--- src/rtl/c16_muldiv.sv ---
// c16_muldiv: iterative multiply/divide unit for the c16 core family.
// Multiplies by shift-add and divides by restoring shift-subtract, one bit per
// cycle, on magnitudes. Signs are applied in a final FIX cycle.
// op: 00 mulu, 01 muls, 10 divu, 11 divs.
// Optional feature macro: MULDIV_ABORT_EN adds an abort input that cancels a
// running operation without producing done.
module c16_muldiv #(
   parameter int WIDTH = 16,
   parameter int CNT_W = 5
) (
   input  logic             clk,
   input  logic             resetn,
`ifdef MULDIV_ABORT_EN
   input  logic             abort,
`endif
   input  logic             start,
   input  logic [1:0]       op,
   input  logic [WIDTH-1:0] a,
   input  logic [WIDTH-1:0] b,
   output logic             busy,
   output logic             done,
   output logic [WIDTH-1:0] result_lo,
   output logic [WIDTH-1:0] result_hi,
   output logic             div_by_zero
);

   localparam int AW = 2 * WIDTH + 1;

   typedef enum logic [1:0] {
      S_IDLE = 2'd0,
      S_RUN  = 2'd1,
      S_FIX  = 2'd2,
      S_DONE = 2'd3
   } state_t;

   state_t             state_q, state_d;
   logic               is_div_q, is_div_d;
   logic               neg_lo_q, neg_lo_d;   // negate product / quotient
   logic               neg_hi_q, neg_hi_d;   // negate remainder
   logic               dbz_q, dbz_d;
   logic [WIDTH-1:0]   a_raw_q, a_raw_d;     // dividend as given, for divide-by-zero
   logic [WIDTH-1:0]   b_mag_q, b_mag_d;
   logic [CNT_W-1:0]   cnt_q, cnt_d;
   logic [AW-1:0]      acc_q, acc_d;
   logic [WIDTH-1:0]   res_lo_q, res_lo_d;
   logic [WIDTH-1:0]   res_hi_q, res_hi_d;

   logic               accept;
   logic               abort_act;
   logic               b_is_zero;
   logic               a_neg, b_neg;
   logic [WIDTH-1:0]   a_mag, b_mag;

   logic [WIDTH:0]     mul_add;
   logic [WIDTH:0]     mul_sum;
   logic [AW-1:0]      mul_next;
   logic [AW-1:0]      div_sh;
   logic               div_ge;
   logic [WIDTH:0]     div_trial;
   logic [AW-1:0]      div_next;

   logic [2*WIDTH-1:0] prod_fix;
   logic [WIDTH-1:0]   quot_fix;
   logic [WIDTH-1:0]   rem_fix;

`ifdef MULDIV_ABORT_EN
   logic               dbz_save_q, dbz_save_d;  // div_by_zero before the accept, restored on abort
   assign abort_act = abort && busy;
`else
   assign abort_act = 1'b0;
`endif

   assign accept    = (state_q == S_IDLE) && start;
   assign b_is_zero = (b == {WIDTH{1'b0}});

   // Operand magnitudes; signs only matter for the signed ops (op[0]).
   assign a_neg = op[0] && a[WIDTH-1];
   assign b_neg = op[0] && b[WIDTH-1];
   assign a_mag = a_neg ? ({WIDTH{1'b0}} - a) : a;
   assign b_mag = b_neg ? ({WIDTH{1'b0}} - b) : b;

   // One shift-add step: add multiplicand into the upper half when the
   // current multiplier bit (acc[0]) is set, then shift right.
   always_comb begin
      mul_add  = acc_q[0] ? {1'b0, b_mag_q} : {(WIDTH+1){1'b0}};
      mul_sum  = acc_q[AW-1:WIDTH] + mul_add;
      mul_next = {1'b0, mul_sum, acc_q[WIDTH-1:1]};
   end

   // One restoring divide step: shift left, try subtracting the divisor from
   // the partial remainder, keep the difference and set the quotient bit if
   // it did not go negative.
   always_comb begin
      div_sh    = {acc_q[AW-2:0], 1'b0};
      div_ge    = (div_sh[AW-1:WIDTH] >= {1'b0, b_mag_q});
      div_trial = div_sh[AW-1:WIDTH] - {1'b0, b_mag_q};
      div_next  = div_ge ? {div_trial, div_sh[WIDTH-1:1], 1'b1} : div_sh;
   end

   // Sign correction of the finished magnitude results.
   always_comb begin
      prod_fix = neg_lo_q ? ({(2*WIDTH){1'b0}} - acc_q[2*WIDTH-1:0]) : acc_q[2*WIDTH-1:0];
      quot_fix = neg_lo_q ? ({WIDTH{1'b0}} - acc_q[WIDTH-1:0]) : acc_q[WIDTH-1:0];
      rem_fix  = neg_hi_q ? ({WIDTH{1'b0}} - acc_q[2*WIDTH-1:WIDTH]) : acc_q[2*WIDTH-1:WIDTH];
   end

   // FSM next-state: IDLE -> RUN (or FIX on divide-by-zero) -> FIX -> DONE -> IDLE.
   always_comb begin
      state_d = state_q;
      case (state_q)
         S_IDLE: begin
            if (start) begin
               state_d = (op[1] && b_is_zero) ? S_FIX : S_RUN;
            end
         end
         S_RUN: begin
            if (abort_act) begin
               state_d = S_IDLE;
            end else if (cnt_q == CNT_W'(1)) begin
               state_d = S_FIX;
            end
         end
         S_FIX: begin
            state_d = abort_act ? S_IDLE : S_DONE;
         end
         S_DONE: begin
            state_d = S_IDLE;
         end
         default: begin
            state_d = S_IDLE;
         end
      endcase
   end

   // Datapath next values: capture on accept, iterate in RUN, load results in FIX.
   always_comb begin
      is_div_d = is_div_q;
      neg_lo_d = neg_lo_q;
      neg_hi_d = neg_hi_q;
      dbz_d    = dbz_q;
      a_raw_d  = a_raw_q;
      b_mag_d  = b_mag_q;
      cnt_d    = cnt_q;
      acc_d    = acc_q;
      res_lo_d = res_lo_q;
      res_hi_d = res_hi_q;
`ifdef MULDIV_ABORT_EN
      dbz_save_d = dbz_save_q;
`endif
      if (accept) begin
         is_div_d = op[1];
         neg_lo_d = a_neg ^ b_neg;
         neg_hi_d = a_neg;
         dbz_d    = op[1] && b_is_zero;
         a_raw_d  = a;
         b_mag_d  = b_mag;
         cnt_d    = CNT_W'(WIDTH);
         acc_d    = {{(WIDTH+1){1'b0}}, a_mag};
`ifdef MULDIV_ABORT_EN
         dbz_save_d = dbz_q;
`endif
      end else if (abort_act) begin
`ifdef MULDIV_ABORT_EN
         dbz_d = dbz_save_q;
`endif
      end else if (state_q == S_RUN) begin
         cnt_d = cnt_q - CNT_W'(1);
         acc_d = is_div_q ? div_next : mul_next;
      end else if (state_q == S_FIX) begin
         if (!is_div_q) begin
            res_lo_d = prod_fix[WIDTH-1:0];
            res_hi_d = prod_fix[2*WIDTH-1:WIDTH];
         end else if (dbz_q) begin
            res_lo_d = {WIDTH{1'b1}};
            res_hi_d = a_raw_q;
         end else begin
            res_lo_d = quot_fix;
            res_hi_d = rem_fix;
         end
      end
   end

   // State and datapath registers; asynchronous reset clears everything.
   always_ff @(posedge clk or negedge resetn) begin
      if (!resetn) begin
         state_q    <= S_IDLE;
         is_div_q   <= 1'b0;
         neg_lo_q   <= 1'b0;
         neg_hi_q   <= 1'b0;
         dbz_q      <= 1'b0;
         a_raw_q    <= '0;
         b_mag_q    <= '0;
         cnt_q      <= '0;
         acc_q      <= '0;
         res_lo_q   <= '0;
         res_hi_q   <= '0;
`ifdef MULDIV_ABORT_EN
         dbz_save_q <= 1'b0;
`endif
      end else begin
         state_q    <= state_d;
         is_div_q   <= is_div_d;
         neg_lo_q   <= neg_lo_d;
         neg_hi_q   <= neg_hi_d;
         dbz_q      <= dbz_d;
         a_raw_q    <= a_raw_d;
         b_mag_q    <= b_mag_d;
         cnt_q      <= cnt_d;
         acc_q      <= acc_d;
         res_lo_q   <= res_lo_d;
         res_hi_q   <= res_hi_d;
`ifdef MULDIV_ABORT_EN
         dbz_save_q <= dbz_save_d;
`endif
      end
   end

   assign busy        = (state_q == S_RUN) || (state_q == S_FIX);
   assign done        = (state_q == S_DONE);
   assign result_lo   = res_lo_q;
   assign result_hi   = res_hi_q;
   assign div_by_zero = dbz_q;

endmodule

--- config.mk ---
export PLATFORM = sky130hd
export DESIGN_NAME = c16_muldiv
export DESIGN_NICKNAME = d
export VERILOG_FILES = /design/src/rtl/c16_muldiv.sv
export SDC_FILE = /design/constraint.sdc
export NUM_CORES = 1
export LEC_CHECK = 0
export ABC_AREA = 1
export BUFFER_PORTS_ARGS = -buffer_cell sky130_fd_sc_hd__clkbuf_2
export CORE_ASPECT_RATIO = 1.75
export CORE_MARGIN = 8
export CORE_UTILIZATION = 40
export CTS_CLUSTER_DIAMETER = 30
export DETAILED_ROUTE_END_ITERATION = 8
export GPL_TIMING_DRIVEN = 0
export SLEW_MARGIN = 20
export SYNTH_ARGS = -nofsm -noshare
export SYNTH_HDL_FRONTEND = slang
export SYNTH_SLANG_ARGS = --single-unit
export TNS_END_PERCENT = 1
--- constraint.sdc ---
create_clock -name clk -period 7.6 [get_ports clk]
set_input_delay 1.52 -clock clk [delete_from_list [all_inputs] [get_ports clk]]
set_output_delay 1.52 -clock clk [all_outputs]
set_load 0.01 [all_outputs]
; ---- After elaboration in Yosys (flattened, before gate mapping)
; Cells that the tools add are included.
[totals]
ram_bits = 0
reg_bits = 108
word_cells = 59
output_inout_bits = 35
rom_bits = 0
input_bits = 37
latchBits = 0
memories = 0
[classes]
eq_ne = 6
div_mod_pow = 0
mux = 20
n_addsub = 8
multipliers = 0
magnitude_cmp = 1
bitwise = 3
shifts = 0
reduce_logical = 10
[ops]
columns = op, count
row1 = $mux W16, 9
row2 = $mux W33, 4
row3 = $sub A1 B16 Y16 const A, 4
row4 = $mux W32, 1
row5 = $sub A1 B32 Y32 const A, 1
row6 = $add A17 B16 Y17, 1
row7 = $ge A17 B16 Y1, 1
row8 = $sub A17 B16 Y17, 1
row9 = $logic_not A16 Y1, 1
row10 = $mux W5, 2
row11 = $pmux W2 S4, 1
row12 = $mux W2, 3
row13 = $eq A5 B1 Y1 const B, 1
row14 = $sub A5 B1 Y5 const B, 1
row15 = $eq A2 B2 Y1 const B, 2
row16 = $logic_and A1 B1 Y1, 4
row17 = $ne A2 B2 Y1 const B, 2
row18 = $reduce_and A3 Y1, 1
row19 = $eq A2 B1 Y1 const B, 1
row20 = $logic_not A2 Y1, 1
row21 = $not A1 Y1, 2
row22 = $reduce_and A2 Y1, 1
row23 = $reduce_bool A2 Y1, 1
row24 = $logic_or A1 B1 Y1, 1
row25 = $xor A1 B1 Y1, 1

; ---- Logic depth before layout (Yosys ltp)
[logic_depth]
ltp_word = 5
depth_mapped = 18
depth_no_buf = 17

; ---- Worst setup path after synthesis
; No wires, ideal clock.
[synth_path]
path_kind = input -> register
start = input port b[0]
end = register b_mag_q[14]
arrival_time_ps = 2503
setup_ps = 133
path_buffers = 0
t_required_ps = 7467
setup_slack_ps = 4964
cell_stages = 11
cell_sequence = inv_1 > ha_1 > nand2_1 > nor2_1 > nand2_1 > nor2_1 > nand2_1 > o21ai_0 > nand2_1 > nand3_1 > o21ai_0
[synth_via]
elab_chain_cells = 2
[synth_lines]
columns = item, line_no
row1 = "start, declared", 19  ; input logic [WIDTH-1:0] b,
row2 = $sub A1 B16 Y16, 80  ; assign b_mag = b_neg ? ({WIDTH{1'b0}} - b) : b;
row3 = $mux W16, 80
row4 = "end signal, assigned", 207  ; b_mag_q <= b_mag_d;
row5 = "end, declared", 42  ; logic [WIDTH-1:0] b_mag_q, b_mag_d;
; Every way passes these cells.
; A chain may end at the register's enable or synchronous reset.

; ---- Worst setup path in the final report
[layout_path]
start = register acc_q[0]
end = register acc_q[31]
[layout_via]
elab_chain_cells = 5
[layout_lines]
columns = item, line_no
row1 = "start, declared", 44  ; logic [AW-1:0] acc_q, acc_d;
row2 = "start signal, assigned", 194  ; acc_q <= '0;
row3 = "start signal, assigned", 209  ; acc_q <= acc_d;
row4 = $mux W16, 85  ; mul_add = acc_q[0] ? {1'b0, b_mag_q} : {(WIDTH+1){1'b0}};
row5 = $add A17 B16 Y17, 86  ; mul_sum = acc_q[AW-1:WIDTH] + mul_add;
row6 = $mux W33, 168  ; acc_d = is_div_q ? div_next : mul_next;
row7 = $mux W33, 166  ; end else if (state_q == S_RUN) begin
row8 = $mux W33, 150  ; if (accept) begin
; Every way passes these cells. The select of a mux whose other input is x is not followed.

==> flow_metrics.env <==
export IMPL_dpl_cell_area_mm2=0.00980
export IMPL_synthTopCellsByCount="nand2_1, inv_1, nor2_1, nand3_1, dfrtp_1"
export IMPL_dr_pass1_iters=5
export IMPL_drv_cap=0
export IMPL_holdPathStages=1
export IMPL_die_area_mm2=0.0278
export IMPL_antenna_found_initial=0
export IMPL_cts_buffer_depth=2
export IMPL_synthAdderAreaFrac_pct=6.40
export IMPL_cp_arrival_ps=3330
export IMPL_async_flop_share_pct=100
export IMPL_clk_latency_ps=380
export IMPL_h_tree_depth=3
export IMPL_fin_util_pct=45.0
export IMPL_status="complete, no violations"
export IMPL_setup_viol=0
export IMPL_synth_edf_count=0
export IMPL_synthFlopType="dfrtp_1"
export IMPL_core_mm2=0.0225
export IMPL_rsz0062_at_grt="no"
export IMPL_synth_simple_gate_area_share_pct=34.3
export IMPL_synth_nets=1497
export IMPL_drt_iter0_markers=571
export IMPL_ys_warnings_count=0
export IMPL_finalHoldViolations=0
export IMPL_antenna_cells=0
export IMPL_grtUsageTotal_pct=25.7
export IMPL_start_util_pct=40.2
export IMPL_synth_compound_area_share_pct=16.9
export IMPL_clock_skew_ps=15.0
export IMPL_power_mw=4.74
export IMPL_syn_area_mm2=0.00903
export IMPL_gp_congestion=0.958
export IMPL_synth_top_family_by_area="simple AND/OR/NAND/NOR gates"
export IMPL_cts_resized=0
export IMPL_synth_xor_area_share_pct=1.75
export IMPL_drv_slew=0
export IMPL_grt_max_degree=58
export IMPL_synth_cell_type_count=50
export IMPL_via_per_inst=5.37
export IMPL_p_leak_nw=5.18
export IMPL_tns_ps=0
export IMPL_cts_root_buffer_cell="clkbuf_16"
export IMPL_synth_cells=1415
export IMPL_antenna_left=0
export IMPL_gr_total_overflow=0
export IMPL_cts_hold_buf=0
export IMPL_port_buffers=71
export IMPL_grt_pass1_vias=9871
export IMPL_min_path_type="reg2reg"
export IMPL_ir_worst_vdd_mv=0.203
export IMPL_powerDensity_mw_per_mm2=469
export IMPL_tightest_slew_ps=820
export IMPL_vias=9690
export IMPL_clock_sinks=108
export IMPL_yosys_area_top_type="dfrtp_1"
export IMPL_area_growth_synth_to_final_pct=11.9
export IMPL_max_slew_margin_pct=45.4
export IMPL_drc=0
export IMPL_fin_crit_sh_pct=40.2
export IMPL_die_w_um=130
export IMPL_cts_setup_buffers=0
export IMPL_stdcell_area_mm2=0.0101
export IMPL_synth_most_common_cell="nand2_1"
export IMPL_synth_seq_cells=108
export IMPL_clk_pin_slew_ps=80
export IMPL_cts_tree="done"
export IMPL_yosys_area_top_type_share_pct=29.9
export IMPL_avgSynthCellArea_um2=6.38
export IMPL_fin_nets=1580
export IMPL_hpwl_um=28800
export IMPL_ff2ff_path_depth=17
export IMPL_met1_usage_pct=26.2
export IMPL_path_class="reg2reg"
export IMPL_wl_um=35000
export IMPL_ys_top_cells_by_area="dfrtp_1, nand2_1, inv_1"
export IMPL_fmax_mhz=327
export IMPL_holdWs_ps=460
export IMPL_drive_gt1_share_pct=9.18
export IMPL_core_rowCount=73
export IMPL_ys_seq_area_share_pct=29.9
export IMPL_grtUsageMet2_pct=47.6
export IMPL_numCtsBuffers=9
export IMPL_yosys_mux_area_fraction_pct=0
export IMPL_ios=72
export IMPL_grt_busiest_layer="met2"
export IMPL_crit_required_ps=7870
export IMPL_critPathLaunchType="register"
export IMPL_die_y_um=215
export IMPL_fin_crit_ps=3060
export IMPL_wire_per_inst_um=19.4
export IMPL_crit_fanout=10
export IMPL_worstSetupEndpointType="register"
export IMPL_grt_pass1_wl_um=54300
export IMPL_met3_usage_pct=2.55
-- layout by cell type, fill, tap and decap left out, types with 5 or more instances in the layout --
| cell | count |
|---|---|
| o211ai_1 | 10 |
| nor2_2 | 5 |
| nand2_2 | 7 |
| nand3b_1 | 9 |
| nand4_1 | 16 |
| nand3_2 | 5 |
| a31oi_1 | 12 |
| o21ai_1 | 5 |
| xor2_1 | 14 |
| dfrtp_1 | 108 |
| nand3_1 | 119 |
| clkbuf_1 | 25 |
| inv_1 | 196 |
| a21oi_1 | 98 |
| o21bai_1 | 13 |
| buf_2 | 7 |
| o21ai_0 | 101 |
| buf_1 | 6 |
| nand2_1 | 386 |
| ha_1 | 43 |
| clkbuf_16 | 9 |
| clkbuf_2 | 70 |
| inv_2 | 5 |
| nor2_1 | 154 |
| or2_2 | 7 |
| o22ai_1 | 10 |
| nor3_1 | 8 |
| a22oi_1 | 5 |
-- final timing paths --
| check | from | slack, ps | to |
|---|---|---|---|
| max | acc_q[0]$_DFFE_PN0P_ | 4540 | acc_q[31]$_DFFE_PN0P_ |
| min | cnt_q[3]$_DFFE_PN0P_ | 460 | cnt_q[3]$_DFFE_PN0P_ |
| max reg2reg | acc_q[0]$_DFFE_PN0P_ | 4540 | acc_q[31]$_DFFE_PN0P_ |
| min reg2reg | cnt_q[3]$_DFFE_PN0P_ | 460 | cnt_q[3]$_DFFE_PN0P_ |
| max in group asynchronous | resetn | 5850 | result_hi[10]$_DFFE_PN0P_ |
| min in group asynchronous | resetn | 1090 | state_q[1]$_DFFE_PN0P_ |
-- cell type report --
type / instances / area (um^2)
buffer: 41 / 189
multi-input combinational: 1061 / 5360
timing repair buffer: 72 / 392
sequential: 108 / 2700
fill: 2510 / 12400
clock inverter: 7 / 80.1
tap: 300 / 375
clock buffer: 9 / 225
inverter: 205 / 777
-- layer usage --
layer  wire length, um  up-vias
met5                 0        -
met4              2450        0
met3              1190      115
met2             18600      299
met1             12800     4513
li1                  -     4763
-- cell families (layout without fill, tap and decap cells) --
logic type / after synthesis / count (layout)
simple gates: 728 / 728
flops: 108 / 108
xor+xnor: 18 / 18
buf+inv: 246 / 334
compound gates: 270 / 270
fa+ha+maj: 45 / 45
-- per-stage QoR --
step           std cells  setup slack (ps)
5_1_grt             1803              4170
3_3_place_gp        1786              3330
3_5_place_dp        1787              4200
2_1_floorplan       1415              4960
4_1_cts             1803              4540
6_report            1803              4540
-- critical path, cell delays in order (launching register included) --
cell     delay (ps)
dfrtp_1         320
buf_2           270
buf_1           480
nand2_1         100
inv_1            80
ha_1            190
inv_1            90
fa_1            430
o21ai_0         290
nand2_1          90
nand2_1         150
nand2_1         100
nand3_1          80
nand3_1          80
nand2_1          80
inv_1            40
nand2_1          50
nand2_1          50
-- flip-flops by register name, summed over array words and instances (netlist names), 2 cells and up --
signal     count
a_raw_q       16
acc_q         33
b_mag_q       16
cnt_q          5
result_hi     16
result_lo     16
state_q        2
-- where the power goes --
group	total [mW]	switching, mW	internal (mW)
Sequential	1.18	0.328	0.849
Combinational	3.05	2.06	0.994
Clock	0.506	0.244	0.261
(Power assumes the default switching activity.)
